**src/rtl/multu_hilo_ctrl.sv**
```systemverilog
// multu_hilo_ctrl: sequencer and HI/LO result register for the multu shift-add datapath.
// Handshakes requests from the issue stage, drives the datapath load/run controls,
// counts iterations, captures the product into HI/LO and services MTHI/MTLO.
module multu_hilo_ctrl #(
  parameter int unsigned WIDTH      = 32,
  parameter int unsigned MUL_CYCLES = 32
) (
  input  logic                 clk,
  input  logic                 reset,
  input  logic                 flush,
  input  logic                 req_valid,
  output logic                 req_ready,
  input  logic [1:0]           req_op,
  input  logic [WIDTH-1:0]     req_a,
  input  logic [WIDTH-1:0]     req_b,
  output logic [WIDTH-1:0]     mul_a,
  output logic [WIDTH-1:0]     mul_b,
  output logic                 mul_load,
  output logic                 mul_run,
  input  logic [2*WIDTH-1:0]   mul_prod,
  output logic [WIDTH-1:0]     hi,
  output logic [WIDTH-1:0]     lo,
  output logic                 busy,
  output logic                 done
);

  localparam int unsigned CW = (MUL_CYCLES > 1) ? $clog2(MUL_CYCLES) : 1;
  localparam logic [CW-1:0] CNT_INIT = CW'(MUL_CYCLES - 1);

  typedef enum logic [1:0] {IDLE, LOAD, RUN, WRITE} state_t;
  typedef enum logic [1:0] {OP_MULTU = 2'b00, OP_MTHI = 2'b01, OP_MTLO = 2'b10, OP_NOP = 2'b11} op_t;

  state_t        state;
  logic [CW-1:0] cnt;
  logic          load_q;
  logic          run_q;
  logic          done_q;
  logic          busy_q;

  // Strobes are registered alongside the state; flush masks them in the same cycle
  // so the datapath stops iterating and no completion is reported on an abort.
  assign mul_load  = load_q & ~flush;
  assign mul_run   = run_q  & ~flush;
  assign done      = done_q & ~flush;
  assign busy      = busy_q;
  assign req_ready = ~busy_q & ~flush;

  // Sequencer, HI/LO registers and operand latches.
  always_ff @(posedge clk) begin
    if (!reset) begin
      state  <= IDLE;
      cnt    <= '0;
      hi     <= '0;
      lo     <= '0;
      mul_a  <= '0;
      mul_b  <= '0;
      load_q <= 1'b0;
      run_q  <= 1'b0;
      done_q <= 1'b0;
      busy_q <= 1'b0;
    end else if (flush) begin
      state  <= IDLE;
      load_q <= 1'b0;
      run_q  <= 1'b0;
      done_q <= 1'b0;
      busy_q <= 1'b0;
    end else begin
      case (state)
        IDLE: begin
          if (req_valid) begin
            case (op_t'(req_op))
              OP_MULTU: begin
                mul_a  <= req_a;
                mul_b  <= req_b;
                state  <= LOAD;
                load_q <= 1'b1;
                busy_q <= 1'b1;
              end
              OP_MTHI: hi <= req_a;
              OP_MTLO: lo <= req_a;
              default: ;
            endcase
          end
        end
        LOAD: begin
          cnt    <= CNT_INIT;
          state  <= RUN;
          load_q <= 1'b0;
          run_q  <= 1'b1;
        end
        RUN: begin
          if (cnt == '0) begin
            state  <= WRITE;
            run_q  <= 1'b0;
            done_q <= 1'b1;
          end else begin
            cnt <= cnt - CW'(1);
          end
        end
        WRITE: begin
          hi     <= mul_prod[2*WIDTH-1:WIDTH];
          lo     <= mul_prod[WIDTH-1:0];
          state  <= IDLE;
          done_q <= 1'b0;
          busy_q <= 1'b0;
        end
        default: state <= IDLE;
      endcase
    end
  end

endmodule

```
**config.mk**
```make
export PLATFORM = sky130hd
export DESIGN_NAME = multu_hilo_ctrl
export DESIGN_NICKNAME = d
export VERILOG_FILES = /design/src/rtl/multu_hilo_ctrl.sv
export SDC_FILE = /design/constraint.sdc
export NUM_CORES = 1
export LEC_CHECK = 0
export CAP_MARGIN = 20
export CORE_UTILIZATION = 30
export DETAILED_ROUTE_END_ITERATION = 6
export SYNTH_ARGS = -nofsm -noshare
export SYNTH_HDL_FRONTEND = slang
export SYNTH_SLANG_ARGS = --single-unit
```
**constraint.sdc**
```tcl
create_clock -name clk -period 5.15 [get_ports clk]
set_input_delay 1.03 -clock clk [delete_from_list [all_inputs] [get_ports clk]]
set_output_delay 1.03 -clock clk [all_outputs]
set_load 0.01 [all_outputs]
```
Yosys cells after proc, flatten, opt, wreduce, memory -nomap -nowiden
Cells that the tools add are included.
{"block": "op_classes", "n_addsub": 1, "eq_ne": 11, "muxes": 20, "bitwise_logic": 7, "n_reduce_logical": 17}
{"op": "32-bit 2-to-1 mux", "count": 4}
{"op": "32-bit case mux with 2 select lines", "count": 2}
{"op": "3-bit AND reduction", "count": 4}
{"op": "4-bit AND reduction", "count": 3}
{"op": "5-bit case mux with 2 select lines", "count": 1}
{"op": "1-bit case mux with 2 select lines", "count": 4}
{"op": "2-bit case mux with 4 select lines", "count": 1}
{"op": "2-bit nonzero test", "count": 4}
{"op": "2-bit equality test, second input constant", "count": 3}
{"op": "2-bit 2-to-1 mux", "count": 3}
{"op": "2-bit by 1-bit != test with 1-bit output, second input constant", "count": 3}
{"op": "2-bit != test, second input constant", "count": 3}
{"op": "5-bit zero test", "count": 1}
{"op": "5-bit 2-to-1 mux", "count": 1}
{"op": "5-bit by 1-bit subtractor with 5-bit output, second input constant", "count": 1}
{"op": "1-bit bitwise AND", "count": 4}
{"op": "2-bit by 1-bit equality test with 1-bit output, second input constant", "count": 2}
{"op": "2-bit zero test", "count": 2}
{"op": "1-bit 2-to-1 mux", "count": 4}
{"op": "2-bit AND reduction", "count": 2}
{"op": "1-bit NOT", "count": 3}
{"op": "2-bit OR reduction", "count": 1}
{"block": "word_totals", "regBits": 139, "in_bits": 134, "out_inout_bits": 133, "elab_cells": 66}

Longest topological paths before layout
{"block": "logic_depth", "depth_word": 4, "mapped_depth": 8, "depth_no_buf": 5}

Worst setup path after synthesis
No wires, ideal clock.
{"block": "synth_path", "path_type": "in2out", "from": "input flush", "to": "output mul_load", "arrival_time_ps": 1650, "required_ps": 4120, "setup_slack_ps": 2470, "stages": 3, "path_cell_list": "clkbuf_1 -> clkbuf_1 -> nor2b_1"}
{"block": "synth_via", "elab_chain_len": 2}
{"item": "start, declared", "line_no": "10", "text": "input logic flush,"}
{"item": "1-bit NOT (no line)"}
{"item": "1-bit bitwise AND", "line_no": "42", "text": "assign mul_load = load_q & ~flush;"}
{"item": "end, declared", "line_no": "18", "text": "output logic mul_load,"}
No other way between the ends.

Worst setup path after layout
{"block": "layout_path", "from": "input req_valid", "to": "register hi[0]"}
{"block": "layout_via", "elab_chain_len": 2}
{"item": "start, declared", "line_no": "11", "text": "input logic req_valid,"}
{"item": "2-bit != test (no line)"}
{"item": "4-bit AND reduction (no line)"}
{"item": "end signal, assigned", "line_no": "79", "text": "OP_MTHI: hi <= req_a;"}
{"item": "end signal, assigned", "line_no": "101", "text": "hi <= mul_prod[2*WIDTH-1:WIDTH];"}
{"item": "end, declared", "line_no": "21", "text": "output logic [WIDTH-1:0] hi,"}
No other way between the ends.
A chain may end at the register's enable or synchronous reset.

==> metrics.csv <==
stage,metric,value,unit
yosys,Ys Warns,0,
placed_design,routability-driven placement congestion ratio,0.759,
sta,min cycle time layout,3.05,ns
yosys,post-synthesis cell count,677,
global_routing,total track usage,21.2,%
min_path,Worst Hold Class,reg2reg,
placed_design,number of I/O port buffers,266,
clocking,Post-CTS Setup Repair Bufs,0,
routing,average via count per standard cell,5.33,
routing,number of antenna-violating nets in the routed design,0,
global_routing,initial antenna violation count,0,
pwr,Max IR drop VDD,0.186,mV
pwr,Leakage,0.00315,µW
sta,number of failing setup endpoints in the final timing report,0,
yosys,share of the synthesized netlist area taken by xor and xnor gates,0,%
routing,Via Count,6278,
yosys,complex-gate fraction of the synthesized area,30.4,%
placed_design,worst-case setup slack after placement,1.63,ns
floorplanning,number of rows in the core area,53,
routing,first-pass iteration count of the detailed router,4,
pwr,power per standard cell area,284,nW/µm²
clocking,Clock Tree Buf Depth,2,
final_layout,post-layout instance count excluding filler cells,1177,
final_layout,design area,9780,µm²
sta,setup repair after global routing missed its margin,false,
yosys,post-synth net total,817,
final_layout,# diodes,0,
yosys,synthesized cell area,6390,µm²
floorplanning,die outline area,21900,µm²
final_layout,filler cell count in the final layout,2054,
sta,Final TNS setup,0,ns
critical_path,cell count of the worst reg-to-reg path,6,
outcome,run status,completed,
critical_path,start-to-end type of the worst setup path,in2reg,
placed_design,placed cell area,9140,µm²
sta,achievable frequency,328,MHz
clocking,post-cts gate resize count,0,
flow_run,number of maximum-capacitance constraint violations,0,
global_routing,leftover overflow at the end of global routing,0,
floorplanning,top-level I/O count,267,
floorplanning,initial core utilization,30.5,%
sta,period utilization,59.3,%
clocking,total clock buffers created by CTS,17,
sta,Fin Clk Skew,0.0119,ns
yosys,fraction of synthesized area in multiplexers,10.4,%
routing,drt wl/cell,19.8,µm
critical_path,Arrival @ worst endpoint,3.42,ns
clocking,clock sink total,139,
yosys,adder and majority cell fraction of the synthesized area,1.18,%
critical_path,Worst EP required,5.51,ns
critical_path,type of destination of the critical path,flop,
global_routing,via count of the first global-routing pass,6214,
clocking,root cell of the clock tree,clkbuf_16,
sta,Final Max Slew Viols,0,
sta,tightest slew margin relative to the limit,32.4,%
yosys,leading register cell type out of synthesis,dfxtp_1,
final_layout,number of nets in the finished design,1029,
yosys,main combinational cell family by area after synthesis,compound AO/OA/AOI/OAI gates,
clocking,CTS tree,built,
yosys,post-synthesis sequential element count,139,
clocking,clock-pin transition on the worst setup and hold timing paths,0.06,ns
final_layout,area delta synth->final,53.1,%
sta,slew at the pin with the worst max-slew slack,1.01,ns
placed_design,half-perimeter wire length of the detailed placement result,14700,µm
global_routing,largest net degree at the start of global routing,80,
global_routing,first-pass GRT wire length,36100,µm
clocking,H-Tree Level Count,4,
final_layout,post-route core utilization,46.7,%
placed_design,placed cells,1145,
yosys,count of distinct cell types in the synthesized netlist,47,
clocking,Post-CTS Hold Fix Bufs,0,
critical_path,CP startpoint kind,input pin,
routing,violation count after the first detailed-routing iteration,341,
floorplanning,vertical die dimension,148,µm
routing,WL final,23300,µm
yosys,Post-Synth Simple-Gate Area,7.64,%
sta,slack of the critical path,2.10,ns
yosys,share of synthesized registers carrying an async set or reset,0,%
floorplanning,core footprint,21000,µm²
min_path,worst hold path stage count,2,
final_layout,share of layout cells above drive strength 1,11.5,%
routing,DRC violation count after routing,0,
floorplanning,Die X-Extent,148,µm
yosys,part of the Yosys area used for sequential elements,43.6,%
clocking,clock network latency to the later pin of the worst-skew pair,0.42,ns
yosys,number of flops mapped to enable cells by yosys,0,
sta,Fin. Hold Viols,0,
yosys,average cell area after synthesis,9.43,µm²
critical_path,"Max FO, Critical Path",17,
-- where the power goes --
part           switching [µW]  internal, µW
sequential               12.5          1100
clock                     499           842
combinational             154           166
total                     666          2110
-- per-stage QoR --
step	hold slack, ns	power, µW
after floorplan	0.436	1260
after global placement	0.450	1460
after detailed placement	0.452	1460
after CTS	0.460	2800
after global routing	0.491	2880
final	0.459	2770
-- worst max-delay path, stage by stage --
cell             delay (ns)
clkdlybuf4s50_1        0.60
nand4b_1               0.67
buf_4                  0.47
a2111oi_0              0.46
a31o_2                 0.16
-- cells in the final DEF, fill, tap and decap left out, types with 3 or more instances in the layout --
master	n
a21oi_1	66
inv_6	3
inv_1	10
nand3_1	65
ha_1	5
a31o_1	18
dfxtp_1	139
o21ai_1	6
o21ai_0	59
clkdlybuf4s50_1	264
a2111oi_0	64
nor2b_1	3
buf_4	14
nand2_1	8
a31o_2	46
clkbuf_16	17
bufinv_16	4
mux2i_1	65
-- Yosys cell counts (all sizes together) (3+ instances only) --
master / instances / area [µm²]
dfxtp: 139 / 2780
a31o: 64 / 561
nand2: 8 / 30.0
buf: 21 / 128
nor2b: 3 / 18.8
clkbuf: 65 / 265
a21oi: 66 / 330
nand3: 65 / 325
inv: 12 / 45.0
a2111oi: 64 / 561
mux2i: 65 / 651
o21ai: 65 / 325
ha: 6 / 75.1
-- layer usage --
layer	vias to the layer above	wire [µm]	global-route usage, %
li1	3040	-	-
met1	3025	10500	27.7
met2	196	10900	33.6
met3	17	1690	6.88
met4	0	265	5.31
met5	-	0	0
-- worst paths after layout --
kind              from     end  slack (ns)
min reg2reg     load_q  load_q        0.46
max          req_valid   hi[0]        2.10
max reg2reg   state[1]  lo[18]        2.26
min             load_q  load_q        0.46
-- cell families after synthesis --
group | Yosys count
AOI/OAI and AO/OA | 278
adders and majority gates | 6
buffers and inverters | 98
DFF | 139
muxes | 66
and+or+nand+nor | 90
-- sequential cells by signal (all words and copies together) (netlist names) --
name,flops
busy,1
cnt,5
done_q,1
hi,32
lo,32
load_q,1
mul_a,32
mul_b,32
run_q,1
state,2
-- area by class of cell --
cell class / instances / area (µm²) / area share (%)
Multi-Input combinational cell: 440 / 3210 / 32.8
Sequential cell: 139 / 2780 / 28.5
Timing Repair Buffer: 279 / 2750 / 28.2
Clock buffer: 20 / 457 / 4.67
Tap cell: 275 / 344 / 3.52
Clock inverter: 12 / 184 / 1.88
Inverter: 12 / 47.5 / 0.486
Note: power is estimated with default switching activity, not from simulation.
